$ cat src/rtl/alu_pkg.sv
// Shared definitions for the multicycle ALU: op-code encodings, FSM state type
// and the op-code width.
package alu_pkg;

    localparam int ALU_OP_W = 4;

    localparam logic [ALU_OP_W-1:0] OP_AND = 4'b0000;
    localparam logic [ALU_OP_W-1:0] OP_OR  = 4'b0001;
    localparam logic [ALU_OP_W-1:0] OP_ADD = 4'b0010;
    localparam logic [ALU_OP_W-1:0] OP_XOR = 4'b0011;
    localparam logic [ALU_OP_W-1:0] OP_NOR = 4'b0100;
    localparam logic [ALU_OP_W-1:0] OP_SUB = 4'b0110;
    localparam logic [ALU_OP_W-1:0] OP_SLT = 4'b0111;
    localparam logic [ALU_OP_W-1:0] OP_SLL = 4'b1000;
    localparam logic [ALU_OP_W-1:0] OP_SRL = 4'b1001;
    localparam logic [ALU_OP_W-1:0] OP_SRA = 4'b1010;
    localparam logic [ALU_OP_W-1:0] OP_MUL = 4'b1011;

    typedef enum logic [1:0] {
        ST_IDLE = 2'd0,
        ST_EXEC = 2'd1,
        ST_MUL  = 2'd2
    } state_e;

endpackage

$ cat src/rtl/alu_mul_iter.sv
// Iterative unsigned shift-add multiplier: one partial-product step per cycle,
// WIDTH steps per product. product_next is the value the step this cycle produces.
module alu_mul_iter #(
    parameter int WIDTH = 8
) (
    input  logic               clock,
    input  logic               reset_n,
    input  logic               load,
    input  logic [WIDTH-1:0]   a,
    input  logic [WIDTH-1:0]   b,
    input  logic               step,
    output logic               last,
    output logic [2*WIDTH-1:0] product_next
);

    localparam int CNT_W = $clog2(WIDTH);

    logic [WIDTH-1:0] mcand_q, mcand_d;
    logic [WIDTH-1:0] hi_q, hi_d;
    logic [WIDTH-1:0] lo_q, lo_d;
    logic [CNT_W-1:0] cnt_q, cnt_d;
    logic [WIDTH:0]   add;

    // The multiplier shifts out of lo as product bits shift in from hi.
    always_comb begin
        add          = {1'b0, hi_q} + (lo_q[0] ? {1'b0, mcand_q} : '0);
        product_next = {add, lo_q[WIDTH-1:1]};
        last         = (cnt_q == CNT_W'(WIDTH - 1));
    end

    // NOTE: every signal written in an always_comb gets a default first, so
    // no path through the block can leave it unassigned and infer a latch.
    always_comb begin
        mcand_d = mcand_q;
        hi_d    = hi_q;
        lo_d    = lo_q;
        cnt_d   = cnt_q;
        if (load) begin
            mcand_d = a;
            hi_d    = '0;
            lo_d    = b;
            cnt_d   = '0;
        end else if (step) begin
            hi_d  = product_next[2*WIDTH-1:WIDTH];
            lo_d  = product_next[WIDTH-1:0];
            cnt_d = cnt_q + 1'b1;
        end
    end

    // NOTE: sequential state uses non-blocking assignments so every flop
    // samples the pre-edge value regardless of statement order.
    always_ff @(posedge clock or negedge reset_n) begin
        if (!reset_n) begin
            mcand_q <= '0;
            hi_q    <= '0;
            lo_q    <= '0;
            cnt_q   <= '0;
        end else begin
            mcand_q <= mcand_d;
            hi_q    <= hi_d;
            lo_q    <= lo_d;
            cnt_q   <= cnt_d;
        end
    end

endmodule

$ cat src/rtl/multicycle_alu.sv
// Handshaked, registered ALU with Zero/Carry/Overflow/Illegal flags.
// Define ALU_MUL_EN to build the iterative multiplier for op 1011.
module multicycle_alu
    import alu_pkg::*;
#(
    parameter int WIDTH = 8
) (
    input  logic                clock,
    input  logic                reset_n,
    input  logic                start,
    input  logic [ALU_OP_W-1:0] op,
    input  logic [WIDTH-1:0]    SrcA,
    input  logic [WIDTH-1:0]    SrcB,
    output logic [WIDTH-1:0]    ALUResult,
    output logic [WIDTH-1:0]    ResultHi,
    output logic                Zero,
    output logic                Carry,
    output logic                Overflow,
    output logic                Illegal,
    output logic                busy,
    output logic                done
);

    localparam int SH_W = $clog2(WIDTH);

    state_e              state_q, state_d;
    logic [ALU_OP_W-1:0] op_q, op_d;
    logic [WIDTH-1:0]    a_q, a_d;
    logic [WIDTH-1:0]    b_q, b_d;
    logic [WIDTH-1:0]    result_q, result_d;
    logic                zero_q, zero_d;
    logic                carry_q, carry_d;
    logic                ovf_q, ovf_d;
    logic                illegal_q, illegal_d;
    logic                busy_q, busy_d;
    logic                done_q, done_d;

    logic [WIDTH-1:0]    exec_res;
    logic                exec_carry;
    logic                exec_ovf;
    logic                exec_ill;
    logic [WIDTH:0]      sum;
    logic [SH_W-1:0]     sh;

`ifdef ALU_MUL_EN
    logic                mul_load;
    logic                mul_step;
    logic                mul_last;
    logic [2*WIDTH-1:0]  mul_prod;
    logic [WIDTH-1:0]    res_hi_q, res_hi_d;

    alu_mul_iter #(.WIDTH(WIDTH)) u_mul (
        .clock        (clock),
        .reset_n      (reset_n),
        .load         (mul_load),
        .a            (SrcA),
        .b            (SrcB),
        .step         (mul_step),
        .last         (mul_last),
        .product_next (mul_prod)
    );
`endif

    // Single-cycle datapath, evaluated from the operands captured at start.
    always_comb begin
        exec_res   = '0;
        exec_carry = 1'b0;
        exec_ovf   = 1'b0;
        exec_ill   = 1'b0;
        sum        = '0;
        sh         = b_q[SH_W-1:0];
        case (op_q)
            OP_AND: exec_res = a_q & b_q;
            OP_OR:  exec_res = a_q | b_q;
            OP_XOR: exec_res = a_q ^ b_q;
            OP_NOR: exec_res = ~(a_q | b_q);
            OP_ADD: begin
                sum        = {1'b0, a_q} + {1'b0, b_q};
                exec_res   = sum[WIDTH-1:0];
                exec_carry = sum[WIDTH];
                exec_ovf   = (a_q[WIDTH-1] == b_q[WIDTH-1]) && (sum[WIDTH-1] != a_q[WIDTH-1]);
            end
            OP_SUB: begin
                sum        = {1'b0, a_q} + {1'b0, ~b_q} + {{WIDTH{1'b0}}, 1'b1};
                exec_res   = sum[WIDTH-1:0];
                exec_carry = sum[WIDTH];
                exec_ovf   = (a_q[WIDTH-1] != b_q[WIDTH-1]) && (sum[WIDTH-1] != a_q[WIDTH-1]);
            end
            OP_SLT: exec_res[0] = ($signed(a_q) < $signed(b_q));
            OP_SLL: exec_res = a_q << sh;
            OP_SRL: exec_res = a_q >> sh;
            OP_SRA: exec_res = $signed(a_q) >>> sh;
            default: exec_ill = 1'b1;
        endcase
    end

    always_comb begin
        state_d   = state_q;
        op_d      = op_q;
        a_d       = a_q;
        b_d       = b_q;
        result_d  = result_q;
        zero_d    = zero_q;
        carry_d   = carry_q;
        ovf_d     = ovf_q;
        illegal_d = illegal_q;
        busy_d    = busy_q;
        done_d    = 1'b0;
`ifdef ALU_MUL_EN
        res_hi_d  = res_hi_q;
        mul_load  = 1'b0;
        mul_step  = 1'b0;
`endif
        case (state_q)
            ST_IDLE: begin
                if (start) begin
                    op_d    = op;
                    a_d     = SrcA;
                    b_d     = SrcB;
                    busy_d  = 1'b1;
                    state_d = ST_EXEC;
`ifdef ALU_MUL_EN
                    if (op == OP_MUL) begin
                        state_d  = ST_MUL;
                        mul_load = 1'b1;
                    end
`endif
                end
            end
            ST_EXEC: begin
                result_d  = exec_res;
                zero_d    = (exec_res == '0);
                carry_d   = exec_carry;
                ovf_d     = exec_ovf;
                illegal_d = exec_ill;
                done_d    = 1'b1;
                busy_d    = 1'b0;
                state_d   = ST_IDLE;
`ifdef ALU_MUL_EN
                res_hi_d  = '0;
`endif
            end
`ifdef ALU_MUL_EN
            ST_MUL: begin
                mul_step = 1'b1;
                if (mul_last) begin
                    result_d  = mul_prod[WIDTH-1:0];
                    res_hi_d  = mul_prod[2*WIDTH-1:WIDTH];
                    zero_d    = (mul_prod[WIDTH-1:0] == '0);
                    carry_d   = 1'b0;
                    ovf_d     = 1'b0;
                    illegal_d = 1'b0;
                    done_d    = 1'b1;
                    busy_d    = 1'b0;
                    state_d   = ST_IDLE;
                end
            end
`endif
            default: state_d = ST_IDLE;
        endcase
    end

    always_ff @(posedge clock or negedge reset_n) begin
        if (!reset_n) begin
            state_q   <= ST_IDLE;
            op_q      <= '0;
            a_q       <= '0;
            b_q       <= '0;
            result_q  <= '0;
            zero_q    <= 1'b0;
            carry_q   <= 1'b0;
            ovf_q     <= 1'b0;
            illegal_q <= 1'b0;
            busy_q    <= 1'b0;
            done_q    <= 1'b0;
        end else begin
            state_q   <= state_d;
            op_q      <= op_d;
            a_q       <= a_d;
            b_q       <= b_d;
            result_q  <= result_d;
            zero_q    <= zero_d;
            carry_q   <= carry_d;
            ovf_q     <= ovf_d;
            illegal_q <= illegal_d;
            busy_q    <= busy_d;
            done_q    <= done_d;
        end
    end

`ifdef ALU_MUL_EN
    always_ff @(posedge clock or negedge reset_n) begin
        if (!reset_n) begin
            res_hi_q <= '0;
        end else begin
            res_hi_q <= res_hi_d;
        end
    end
    assign ResultHi = res_hi_q;
`else
    assign ResultHi = '0;
`endif

    assign ALUResult = result_q;
    assign Zero      = zero_q;
    assign Carry     = carry_q;
    assign Overflow  = ovf_q;
    assign Illegal   = illegal_q;
    assign busy      = busy_q;
    assign done      = done_q;

endmodule

$ cat config.mk
export PLATFORM = sky130hd
export DESIGN_NAME = multicycle_alu
export DESIGN_NICKNAME = d
export VERILOG_FILES = /design/src/rtl/alu_pkg.sv /design/src/rtl/alu_mul_iter.sv /design/src/rtl/multicycle_alu.sv
export SDC_FILE = /design/constraint.sdc
export NUM_CORES = 1
export LEC_CHECK = 0
export CORE_ASPECT_RATIO = 2
export CORE_MARGIN = 2
export CORE_UTILIZATION = 55
export CTS_CLUSTER_DIAMETER = 80
export DETAILED_ROUTE_END_ITERATION = 16
export PLACE_DENSITY = 0.81
export SLEW_MARGIN = 25
export SYNTH_ARGS = -nofsm -noshare
export SYNTH_HDL_FRONTEND = slang
export SYNTH_SLANG_ARGS = --single-unit
export TNS_END_PERCENT = 20
$ cat constraint.sdc
create_clock -name clock -period 5.2 [get_ports clock]
set_input_delay 1.04 -clock clock [delete_from_list [all_inputs] [get_ports clock]]
set_output_delay 1.04 -clock clock [all_outputs]
set_load 0.005 [all_outputs]
# Word level (Yosys, flattened, before mapping)
# Cells that the tools add are included.
dict set report classes {
  mux 10
  magnitude_cmp 1
  multipliers 0
  n_div 0
  bitwise_logic 5
  eq_ne 15
  reduce_logical 9
  shift 3
  n_addsub 3
}
# op n
set ops {}
lappend ops {{$pmux W7 S9} 1}
lappend ops {{$add A8 B8 Y9} 2}
lappend ops {{$not A8 Y8} 2}
lappend ops {{$eq A4 B3 Y1 const B} 3}
lappend ops {{$eq A4 B4 Y1 const B} 3}
lappend ops {{$pmux W1 S10} 1}
lappend ops {{$reduce_or A10 Y1} 1}
lappend ops {{$add A9 B1 Y9 const B} 1}
lappend ops {{$and A8 B8 Y8} 1}
lappend ops {{$eq A4 B2 Y1 const B} 2}
lappend ops {{$logic_not A8 Y1} 1}
lappend ops {{$lt A8 B8 Y1} 1}
lappend ops {{$or A8 B8 Y8} 1}
lappend ops {{$shl A8 B3 Y8} 1}
lappend ops {{$shr A8 B3 Y8} 1}
lappend ops {{$sshr A8 B3 Y8} 1}
lappend ops {{$xor A8 B8 Y8} 1}
lappend ops {{$pmux W1 S2} 3}
lappend ops {{$eq A4 B1 Y1 const B} 1}
lappend ops {{$logic_not A4 Y1} 1}
lappend ops {{$mux W2} 2}
lappend ops {{$reduce_and A2 Y1} 2}
lappend ops {{$mux W1} 3}
lappend ops {{$ne A1 B1 Y1} 3}
lappend ops {{6 further kinds} 7}
dict set report word_totals {
  romBits 0
  n_memories 0
  out_inout_bits 22
  ff_bits 36
  input_bits 23
  latch_bits 0
  ramBits 0
}

# Depth between registers and ports, before layout
dict set report depth {
  depth_word 6
  ltp_mapped 11
  mapped_depth_nobuf 11
}

# Worst setup path after synthesis
# OpenSTA, ideal clock, no wires.
dict set report synth_path {
  path_type {register -> register}
  start {register b_q[1]}
  end {register zero_q (netlist: Zero)}
  required_time_ns 5.133
  path_buffers 1
  t_arrival_ns 2.821
  stages_incl_launch_ff 11
  setup_time_ns 0.067
  slack_ns 2.312
  period_less_slack_ns 2.888
  cell_sequence {dfrtp_1 buf_2 inv_2 ha_1 or2_2 a2111oi_0 o41a_1 nor2_1 or3_1 a211oi_1 a41o_1}
}
dict set report synth_between {
  elab_chain_len 5
  word_cells_on_any_way 15
  cone_classes {3 x add/sub; 1 x order compare; 3 x shift; 2 x mux; 5 x bitwise; 1 x reduce/logical}
}
# element line_no
set synth_lines {}
lappend synth_lines {{start, declared} multicycle_alu.sv:29} ;# logic [WIDTH-1:0] b_q, b_d;
lappend synth_lines {{start signal, assigned} multicycle_alu.sv:168} ;# b_q <= '0;
lappend synth_lines {{start signal, assigned} multicycle_alu.sv:180} ;# b_q <= b_d;
lappend synth_lines {{$not A8 Y8} multicycle_alu.sv:84} ;# sum = {1'b0, a_q} + {1'b0, ~b_q} + {{WIDTH{1'b0}}, 1'b1};
lappend synth_lines {{$add A8 B8 Y9} multicycle_alu.sv:84}
lappend synth_lines {{$add A9 B1 Y9} multicycle_alu.sv:84}
lappend synth_lines {{$pmux W7 S9} multicycle_alu.sv:72} ;# case (op_q)
lappend synth_lines {{$logic_not A8 Y1 *} multicycle_alu.sv:132} ;# zero_d = (exec_res == '0);
lappend synth_lines {{end signal, assigned} multicycle_alu.sv:182} ;# zero_q <= zero_d;
lappend synth_lines {{end, declared} multicycle_alu.sv:31} ;# logic zero_q, zero_d;
# Mark *: on every way between the ends. The rest lies on a longest branch, timed or not.
# A chain may end at the register's enable or synchronous reset.

# Worst setup path in the final report
# Same ends and word-level chain as after synthesis.

==> metrics.log <==
INFO  metric syn2layout_area_growth = 14.7%
INFO  metric synthesis.area_per_instance = between 8 and 9 µm²
INFO  metric cp_max_fo = 20
INFO  metric remaining_max_slew_budget_at_the_tightest_pin = between 30% and 40%
INFO  metric post-synth-top-count-cell = sky130_fd_sc_hd__dfrtp_1
INFO  metric cp_data_required_time = ~5400 ps
INFO  metric io_buffers = 36
INFO  metric yosys_warnings = 0
INFO  metric clock-skew-final = between 5 and 6 ps
INFO  metric synth_flop_cell = sky130_fd_sc_hd__dfrtp_1
INFO  metric yosysTopAreaCellShare = a little over a quarter
INFO  metric synth_xor_area_share = slightly below 2%
INFO  metric wire_per_inst = 19.5 µm
INFO  metric synth_edf_count = 0
INFO  metric worst_path_dominant_cell_family = compound AO/OA/AOI/OAI gates
INFO  metric finish.net_count = 443
INFO  metric synth-compound-area-share = a little under a quarter
INFO  metric die_width = approximately 58 µm
INFO  metric tritoncts = yes
INFO  metric setup.worst_path.end_class = flop
INFO  metric clock_tree.htree_level_count = 2
INFO  metric layout_min_cycle_time = 3580 ps
INFO  metric timing.critical_path.slowest_stage_cell = sky130_fd_sc_hd__dfrtp_1
INFO  metric ff2ff_setup_slack = 1620 ps
INFO  metric cts_hold_buffers = 0
INFO  metric critical-path-max-stage-delay = 790 ps
INFO  metric clk_root_buffer_cell = sky130_fd_sc_hd__clkbuf_16
INFO  metric antenna_left = 0
INFO  metric detailedRoute.firstIterationViolations = ~130
INFO  metric detailed_place_hpwl = 6.77 mm
INFO  metric instances_no_fill = 453
INFO  metric power.density_cell_area = approximately 330 nW/µm²
INFO  metric worst_pin_slew = just over 1000 ps
INFO  metric post_drt_via_cell_ratio = approximately 6.3
INFO  metric netlist_top_cells_area = sky130_fd_sc_hd__dfrtp_1 (27%), sky130_fd_sc_hd__ha_1 (9.8%), sky130_fd_sc_hd__o21ai_0 (4.6%)
INFO  metric cell_type_contributing_the_most_total_cell_area_after_synthesis = sky130_fd_sc_hd__dfrtp_1
INFO  metric yosys-mux-area-fraction = 9.49%
INFO  metric post-place-cells = ~450
INFO  metric timing.setup.critical_path_class = flop to flop
INFO  metric design_area = between 3000 and 4000 µm²
INFO  metric post_synth_fa_ha_maj_area_fraction = approximately 11%
INFO  metric numClockSinks = 34
INFO  metric synth_cell_types = 67
INFO  metric detailroute.wirelength.met3 = approximately 470 µm
INFO  metric n_antenna_cell = 0
INFO  metric final_max_slew_viol_count = 0
INFO  metric postSynthCellCount = 372
INFO  metric post_synth_and_or_nand_nor_area_fraction = around a fifth
INFO  metric hold_viol_final = 0
INFO  metric cts_resized = 0
INFO  metric floorplan.die.height = roughly 110 µm
INFO  metric ys_top_cells_by_count = sky130_fd_sc_hd__dfrtp_1 (34), sky130_fd_sc_hd__nand2_1 (32), sky130_fd_sc_hd__o21ai_0 (29), sky130_fd_sc_hd__ha_1 (25)
INFO  metric drc = 0
INFO  metric setup_total_negative_slack = 0 ps
INFO  metric initial_antenna_violation_count = 0
INFO  metric timing.hold.worst.class = flop to flop
INFO  metric tritoncts.num_buffers = 5
INFO  metric met2RoutedLength = 4.79 mm
INFO  metric die_area = between 6000 and 7000 µm²
INFO  metric largest_net_degree_at_the_start_of_global_routing = 35
INFO  metric overflow_after_grt = 0
INFO  metric crit_path_cell_trace = inv_2 > ha_1 > or2_2 > a2111oi_0 > o41a_1 > nor2_1 > or3_1 > a211oi_1 > a41o_1
INFO  metric postPlaceCellArea = 3510 µm²
INFO  metric outcome = finished clean
INFO  metric yosysSeqAreaShare = between 20% and 30%
INFO  metric drt_first_pass_iters = 4
INFO  metric synth-seq-cells = 34
INFO  metric total_via_count_in_the_routed_design = 2861
INFO  metric clk_pin_slew_worst_paths = approximately 50 ps
INFO  metric cts.repair_timing.setup_buffer_count = 0
INFO  metric topRoutingLayerUsed = met4
INFO  metric grt_util_all_layers = 29.0%
INFO  metric final.hold.worst_slack = between 400 and 500 ps
INFO  metric worst_endpoint_data_arrival_time = 3810 ps
INFO  metric global_route_wire_length_before_repair = approximately 14 mm
INFO  metric fmax = 0.279 GHz
INFO  metric globalplace.congestion = 0.988
INFO  metric min_period_over_period = 68.9%
INFO  metric vias_in_the_first_global_route = roughly 2800
INFO  metric setup.worst_path.start_class = flop
INFO  metric peakVddDrop = 0.306 mV
INFO  metric crit_buf_inv = 1
INFO  metric synth_async_sr_flop_share = between 90% and 100%
INFO  metric largest_family_of_logic_cells_by_synthesized_area = compound AO/OA/AOI/OAI gates
INFO  metric initial_core_util = a little under three fifths
INFO  metric core.rowCount = 39
INFO  metric post_route_cells_drive_above_1_share = 9.44%
INFO  metric static-leakage-power = 1.58 nW
INFO  metric core-area = 5660 µm²
INFO  metric met1Wirelength = approximately 3.3 mm
INFO  metric final_util = between 60 and 70%
INFO  metric totalWireLength = a little under 9 mm
INFO  metric synth_area = around 3200 µm²
INFO  metric io_pins = 45
INFO  metric clk-insertion-delay-late = around 280 ps
INFO  metric max-cap-violations = 0
INFO  metric rsz_0062_raised_after_global_routing = false
INFO  metric setup_viol = 0
INFO  metric clk_path_buf_depth = 2
==> metrics by stage <==
step | setup WS [ps] | power, mW
2_1_floorplan | 2310 | 0.745
3_3_place_gp | 1690 | 0.911
3_5_place_dp | 1640 | 0.922
4_1_cts | 1600 | 1.22
5_1_grt | 1300 | 1.29
6_report | 1620 | 1.22
==> placed cells by master, fill, tap and decap left out, types with 8 or more instances in the layout <==
master	synthesis	final
sky130_fd_sc_hd__clkdlybuf4s50_1	0	36
sky130_fd_sc_hd__a21oi_1	22	22
sky130_fd_sc_hd__a31oi_1	10	10
sky130_fd_sc_hd__nor2_1	21	21
sky130_fd_sc_hd__o21ai_0	29	29
sky130_fd_sc_hd__nand2_1	32	32
sky130_fd_sc_hd__nor2b_1	12	11
sky130_fd_sc_hd__mux2_2	10	10
sky130_fd_sc_hd__inv_1	22	22
sky130_fd_sc_hd__conb_1	1	8
sky130_fd_sc_hd__ha_1	25	25
sky130_fd_sc_hd__nand2b_1	8	8
sky130_fd_sc_hd__dfrtp_1	34	34
==> logic make-up (layout without fill, tap and decap cells) <==
kind of cell	after synthesis	in the layout
simple gates	114	114
flops	34	34
fa+ha+maj	27	27
compound gates	112	112
xor+xnor	7	7
buf+inv	56	69
mux	21	21
other cells	1	8
==> layout make-up <==
class	count	area (µm²)
clock buffers	6	139
fillers	493	2020
inverters	23	86.3
multi-input cells	289	2100
flip-flops and latches	34	851
well taps	61	76.3
repair buffers	40	390
==> routing by layer <==
layer | global-route usage (%) | vias to the layer above
li1 | - | 1370
met1 | 33.3 | 1348
met2 | 52.0 | 119
met3 | 4.99 | 24
met4 | 10.5 | 0
met5 | 0 | -
==> worst reg2reg max path, delay by kind of cell (launching register included) <==
| family | cells | cell delay [ps] |
|---|---|---|
| adder cells (fa/ha/maj) | 1 | 380 |
| AO/OA/AOI/OAI | 4 | 1350 |
| flip-flops | 1 | 790 |
| AND/OR/NAND/NOR | 3 | 740 |
| buffers and inverters | 1 | 280 |
==> power by group <==
part	internal [mW]	switching (mW)	total, mW
clock network	0.185	0.104	0.289
registers	0.312	0.0804	0.392
logic	0.261	0.274	0.535
==> sequential cells by signal, indices dropped and copies added, names as in the netlist <==
signal     count
Zero           1
busy           1
done           1
Overflow       1
Carry          1
ALUResult      8
b_q            8
Illegal        1
a_q            8
op_q           4
==> final timing paths <==
check,start,endpoint,cells after the start
setup / recovery,b_q[1]$_DFFE_PN0P_,Zero$_DFFE_PN0P_,9
hold / removal,Carry$_DFFE_PN0P_,Carry$_DFFE_PN0P_,1
setup reg to reg,b_q[1]$_DFFE_PN0P_,Zero$_DFFE_PN0P_,9
hold reg to reg,Carry$_DFFE_PN0P_,Carry$_DFFE_PN0P_,1
max in group asynchronous,reset_n,busy$_DFFE_PN0P_,2
min in group asynchronous,reset_n,a_q[7]$_DFFE_PN0P_,2
(Power assumes the default switching activity.)
